--- src/rtl/alu_pkg.sv ---
// Shared types and constants for the ALU arbiter slice.
package alu_pkg;

    localparam int OPW = 3;

    typedef enum logic [1:0] {
        IDLE,
        EXEC,
        RESP
    } arb_state_t;

    typedef logic req_idx_t;

endpackage

--- src/rtl/alu_arbiter_rr_arb2.sv ---
// Two-way round-robin grant; a tie goes to the requester
// that did not win last time.
module rr_arb2
    import alu_pkg::*;
(
    input  logic [1:0] i_valid,
    input  req_idx_t   i_last_grant,
    output logic [1:0] o_grant
);

    assign o_grant[0] = i_valid[0] &
                        (~i_valid[1] | i_last_grant);
    assign o_grant[1] = i_valid[1] &
                        (~i_valid[0] | ~i_last_grant);

endmodule

--- src/rtl/alu_arbiter.sv ---
// Shares one ALU between the execute path (r0) and the
// PC-update path (r1); operands held for EXEC_CYCLES.
module alu_arbiter #(
    parameter int WIDTH       = 32,
    parameter int OPW         = alu_pkg::OPW,
    parameter int EXEC_CYCLES = 1
) (
    input  logic             clk,
    input  logic             reset,
    input  logic             r0_valid,
    output logic             r0_ready,
    input  logic [WIDTH-1:0] r0_a,
    input  logic [WIDTH-1:0] r0_b,
    input  logic [OPW-1:0]   r0_op,
    output logic             r0_rsp_valid,
    input  logic             r0_rsp_ready,
    input  logic             r1_valid,
    output logic             r1_ready,
    input  logic [WIDTH-1:0] r1_a,
    input  logic [WIDTH-1:0] r1_b,
    input  logic [OPW-1:0]   r1_op,
    output logic             r1_rsp_valid,
    input  logic             r1_rsp_ready,
    output logic [WIDTH-1:0] rsp_result,
    output logic             rsp_change_pc,
    output logic [WIDTH-1:0] alu_ip_0,
    output logic [WIDTH-1:0] alu_ip_1,
    output logic [OPW-1:0]   alu_opcode,
    input  logic [WIDTH-1:0] alu_op_0,
    input  logic             alu_change_pc
);

    import alu_pkg::*;

    localparam logic [3:0] CNT_LOAD =
        4'(EXEC_CYCLES - 1);

    arb_state_t       r_state;
    arb_state_t       w_next;
    req_idx_t         r_last;
    req_idx_t         r_owner;
    req_idx_t         w_win;
    logic [3:0]       r_cnt;
    logic [WIDTH-1:0] r_ip0;
    logic [WIDTH-1:0] r_ip1;
    logic [WIDTH-1:0] r_res;
    logic [OPW-1:0]   r_opc;
    logic             r_cpc;
    logic [1:0]       w_gnt;
    logic             w_accept;
    logic             w_done;

    rr_arb2 u_arb (
        .i_valid      ({r1_valid, r0_valid}),
        .i_last_grant (r_last),
        .o_grant      (w_gnt)
    );

    assign w_accept = (r_state == IDLE) & (|w_gnt);
    assign w_win    = w_gnt[1];
    assign w_done   = r_owner ? r1_rsp_ready
                              : r0_rsp_ready;

    always_comb begin
        w_next       = r_state;
        r0_ready     = 1'b0;
        r1_ready     = 1'b0;
        r0_rsp_valid = 1'b0;
        r1_rsp_valid = 1'b0;
        unique case (r_state)
            IDLE: begin
                r0_ready = w_gnt[0];
                r1_ready = w_gnt[1];
                if (w_accept) w_next = EXEC;
            end
            EXEC: begin
                if (r_cnt == 4'd0) w_next = RESP;
            end
            RESP: begin
                r0_rsp_valid = ~r_owner;
                r1_rsp_valid = r_owner;
                if (w_done) w_next = IDLE;
            end
            default: w_next = IDLE;
        endcase
    end

    always_ff @(posedge clk) begin
        if (reset) begin
            r_state <= IDLE;
            r_last  <= 1'b1;
            r_owner <= 1'b0;
            r_cnt   <= 4'd0;
            r_ip0   <= '0;
            r_ip1   <= '0;
            r_opc   <= '0;
            r_res   <= '0;
            r_cpc   <= 1'b0;
        end else begin
            r_state <= w_next;
            if (w_accept) begin
                r_ip0   <= w_win ? r1_a : r0_a;
                r_ip1   <= w_win ? r1_b : r0_b;
                r_opc   <= w_win ? r1_op : r0_op;
                r_owner <= w_win;
                r_last  <= w_win;
                r_cnt   <= CNT_LOAD;
            end
            if (r_state == EXEC) begin
                if (r_cnt != 4'd0) begin
                    r_cnt <= r_cnt - 4'd1;
                end else begin
                    r_res <= alu_op_0;
                    r_cpc <= alu_change_pc;
                end
            end
        end
    end

    assign alu_ip_0      = r_ip0;
    assign alu_ip_1      = r_ip1;
    assign alu_opcode    = r_opc;
    assign rsp_result    = r_res;
    assign rsp_change_pc = r_cpc;

endmodule

--- config.mk ---
export PLATFORM = sky130hd
export DESIGN_NAME = alu_arbiter
export DESIGN_NICKNAME = d
export VERILOG_FILES = /design/src/rtl/alu_pkg.sv /design/src/rtl/alu_arbiter_rr_arb2.sv /design/src/rtl/alu_arbiter.sv
export SDC_FILE = /design/constraint.sdc
export NUM_CORES = 1
export LEC_CHECK = 0
export BUFFER_PORTS_ARGS = -buffer_cell sky130_fd_sc_hd__buf_2
export CAP_MARGIN = 0
export CORE_MARGIN = 2
export CORE_UTILIZATION = 45
export CTS_CLUSTER_DIAMETER = 200
export DETAILED_ROUTE_END_ITERATION = 10
export GPL_TIMING_DRIVEN = 0
export PLACE_DENSITY = 0.86
export SETUP_SLACK_MARGIN = 0.05
export SYNTH_ARGS = -nofsm -noshare
export SYNTH_HDL_FRONTEND = slang
export SYNTH_SLANG_ARGS = --single-unit
--- constraint.sdc ---
create_clock -name clk -period 3.9 [get_ports clk]
set_clock_uncertainty 0.1 [all_clocks]
set_input_delay 0 -clock clk [delete_from_list [all_inputs] [get_ports clk]]
set_output_delay 0 -clock clk [all_outputs]
set_load 0.005 [all_outputs]
==> metrics <==
status=finished clean; CP max-delay cell=dlygate4sd3_1; grt ovf=0; Pwr Total=between 3 and 4 mW; placed cell area=6570 µm²; XOR/XNOR Fraction of Synth Area=0%; TritonCTS Buffers=9; initial DRC count=637; final setup fails=0; largest family of logic cells by synthesized area=simple AND/OR/NAND/NOR gates; Leak=around 4 nW; register bit total from synthesis=108; clock tree sinks=108; fin crit period=about 2.6 ns; CP max stage delay=0.61 ns; first-pass GRT wire length=36000 µm; Bufs and invs on worst path=3; Flop pwr share=between 40% and 50%; nets@finish=1210; Synthesis Warnings=0; wire length per cell=20.7 µm; Peak Freq=0.389 GHz; clock network fraction of total power=between 20% and 30%; fin area=roughly 8500 µm²; Worst EP required=between 4 and 5 ns; Antenna Nets Post-Route=0; most common cell after layout, fill and taps aside=buf_2; Sw Ratio=between 30% and 40%; cell area after synthesis=~5000 µm²; vias per std cell=between 5 and 6; Die Span Y=about 110 µm; starting density of the core=46.2%; Non-Filler Instances=1181; Crit Path Max Fanout=10; Slew Limit Headroom=between 40 and 50%; multiplexer share of the synthesized area=6.79%; Tcrit/Tclk final=65.9%; critical path type=reg2reg; fillcell total=593; Final Hold Fails=0; simple-gate portion of the synthesized area=between 20% and 30%; startpoint types=flop; Net Count, Synth=between 700 and 800; Vias=6986; largest net degree at the start of global routing=17; Sw Pwr=roughly 1.1 mW; CP Launch Point=r_state[0]; MaxCap Viol Count=0; synthesized netlist cell count=between 500 and 600; pre-CTS setup slack=around 2.1 ns; unique cell type count in the Yosys netlist=38; RSZ-0062 raised after global routing=false; Slew Viols, Final=0; Pre-antenna DRT Iters=7; actual slew at the worst max-slew pin=approximately 0.76 ns; H-tree levels=3; top_reg_cell synth=dfxtp_1; CP Capture Type=flop; TNS Setup=0 ns; worst r2r src=r_state[0]; EDFF count, synth=0; Post-Synth Adder-Cell Area=less than 1%; CTS tree=done; VDD IR max=~0.24 mV; Port Buffers=roughly 280; Synth Area in Compound Gates=20.7%; Post-synth ARST share=0%; mean post-synth cell area=8.66 µm²; FP Rows=38; Post-DP HPWL=12200 µm; Skew-Pair Late Insertion Delay=0.38 ns; clk root buf=clkbuf_8; most frequent cells in the layout=buf_2, dlygate4sd3_1, nand2_1, dfxtp_1, a21oi_1; Clock Pin Slew Worst Setup and Hold Paths=between 0.1 and 0.15 ns; vias in the first global route=7029; end point of the critical path=alu_ip_0[11]; WP depth=6; design internal power=~2.2 mW; Seq/Total Area, Yosys=a little over two fifths; Worst Hold Class=in2reg; reg2reg setup slack=1.33 ns; GP Congestion=around 0.84; combinational power share=a little over a third; core area=~11000 µm²; # diodes=0; CP cell instances=buf_2 > nor2_2 > clkbuf_1 > a21oi_1 > a311oi_1 > dlygate4sd3_1; P per Cell Area=379 nW/µm²; WL final=24400 µm; initial antenna violation count=0; die span in x=110 µm; crit-path leading delay family=buffers and inverters; dpl cells=994; Reg2Reg Depth=6; io pins=277; FF-to-FF End=alu_ip_0[11]; post-CTS sizing=0; GRT Resource Usage Total=between 30% and 40%; layout cell share with drive strength beyond 1=between 30% and 40%; drc violations=0; die area=approximately 12000 µm²; CTS Buffer Depth=2; Critical Path AT=roughly 2.8 ns; PnR worst setup slack=approximately 1.3 ns; Area Growth Syn to Fin=69.3%
==> metal layers <==
layer	vias to the layer above	routed length, µm	global-route usage (%)
met5	-	0	0
met4	0	1990	28.5
met3	212	2920	12.3
met2	648	11300	65.0
met1	3170	8230	41.7
li1	2956	-	-
==> cells by family after synthesis <==
kind of cell / count (synthesis)
and+or+nand+nor: 226
AOI/OAI and AO/OA: 148
DFF: 108
buffers and inverters: 62
muxes: 34
adders and majority gates: 1
==> flip-flops by register name, indices dropped and copies added, names as in the netlist, 2 cells and up <==
signal,count
alu_ip_0,32
alu_ip_1,32
alu_opcode,3
r_cnt,4
r_state,2
rsp_result,32
==> how the worst min path moves through the flow <==
stage | startpoint | endpoint | depth (start not counted)
floorplan | alu_op_0[10] | rsp_result[10] | 2
global placement | alu_op_0[10] | rsp_result[10] | 3
detailed placement | alu_op_0[4] | rsp_result[4] | 3
CTS | reset | rsp_result[7] | 3
global route | r0_valid | r_last | 3
finish | r0_valid | r_last | 3
==> worst register-to-register path: stages (launching register included) <==
cell and delay (ns):
dfxtp_1 0.31, buf_2 0.17, nor2_2 0.27, clkbuf_1 0.47, a21oi_1 0.23, a311oi_1 0.35, dlygate4sd3_1 0.61
==> timing repair <==
item,CTS,global route
hold endpoints to repair,102,0
hold buffers,171,0
buffers inserted,0,0
==> layout make-up <==
type | count | area (µm²) | share of cell area (%)
Tap cell | 140 | 175 | 2.06
Clock buffer | 13 | 169 | 1.99
Sequential cell | 108 | 2160 | 25.5
Buffer | 60 | 354 | 4.17
Multi-Input combinational cell | 409 | 2490 | 29.3
Inverter | 2 | 7.51 | 0.0884
Timing Repair Buffer | 446 | 3090 | 36.4
Clock inverter | 3 | 43.8 | 0.516
==> cell usage after synthesis, types with 2 or more instances <==
cell type	n	area [µm²]
nand2_1	134	503
dfxtp_1	108	2160
a21oi_1	68	340
a311oi_1	67	587
nand2b_1	66	413
mux2i_1	34	340
clkbuf_1	31	116
buf_2	16	80.1
buf_6	6	67.6
nor2_1	6	22.5
buf_4	4	30.0
buf_12	3	60.1
nor2b_1	3	18.8
a31oi_1	2	12.5
inv_1	2	7.51
nand3b_1	2	15.0
nor2_2	2	12.5
nor3b_1	2	15.0
o211ai_1	2	15.0
o221ai_1	2	17.5
or3_1	2	12.5
==> stage by stage <==
step	hold WS (ns)	utilization, %
5_1_grt	0.0691	78.3
3_5_place_dp	0.169	60.6
6_report	0.0206	78.3
2_1_floorplan	0.0553	-
3_3_place_gp	0.162	60.6
4_1_cts	0.00714	78.3
==> power by group through the flow <==
| stage | registers [mW] | logic, mW | clock network (mW) |
|---|---|---|---|
| after floorplan | 1.35 | 0.435 | 0 |
| after global placement | 1.34 | 0.780 | 0 |
| after detailed placement | 1.34 | 0.788 | 0 |
| after CTS | 1.32 | 1.01 | 0.747 |
| after global routing | 1.35 | 1.17 | 0.788 |
| final | 1.35 | 1.12 | 0.756 |
Power figures use the tool's default switching activity.
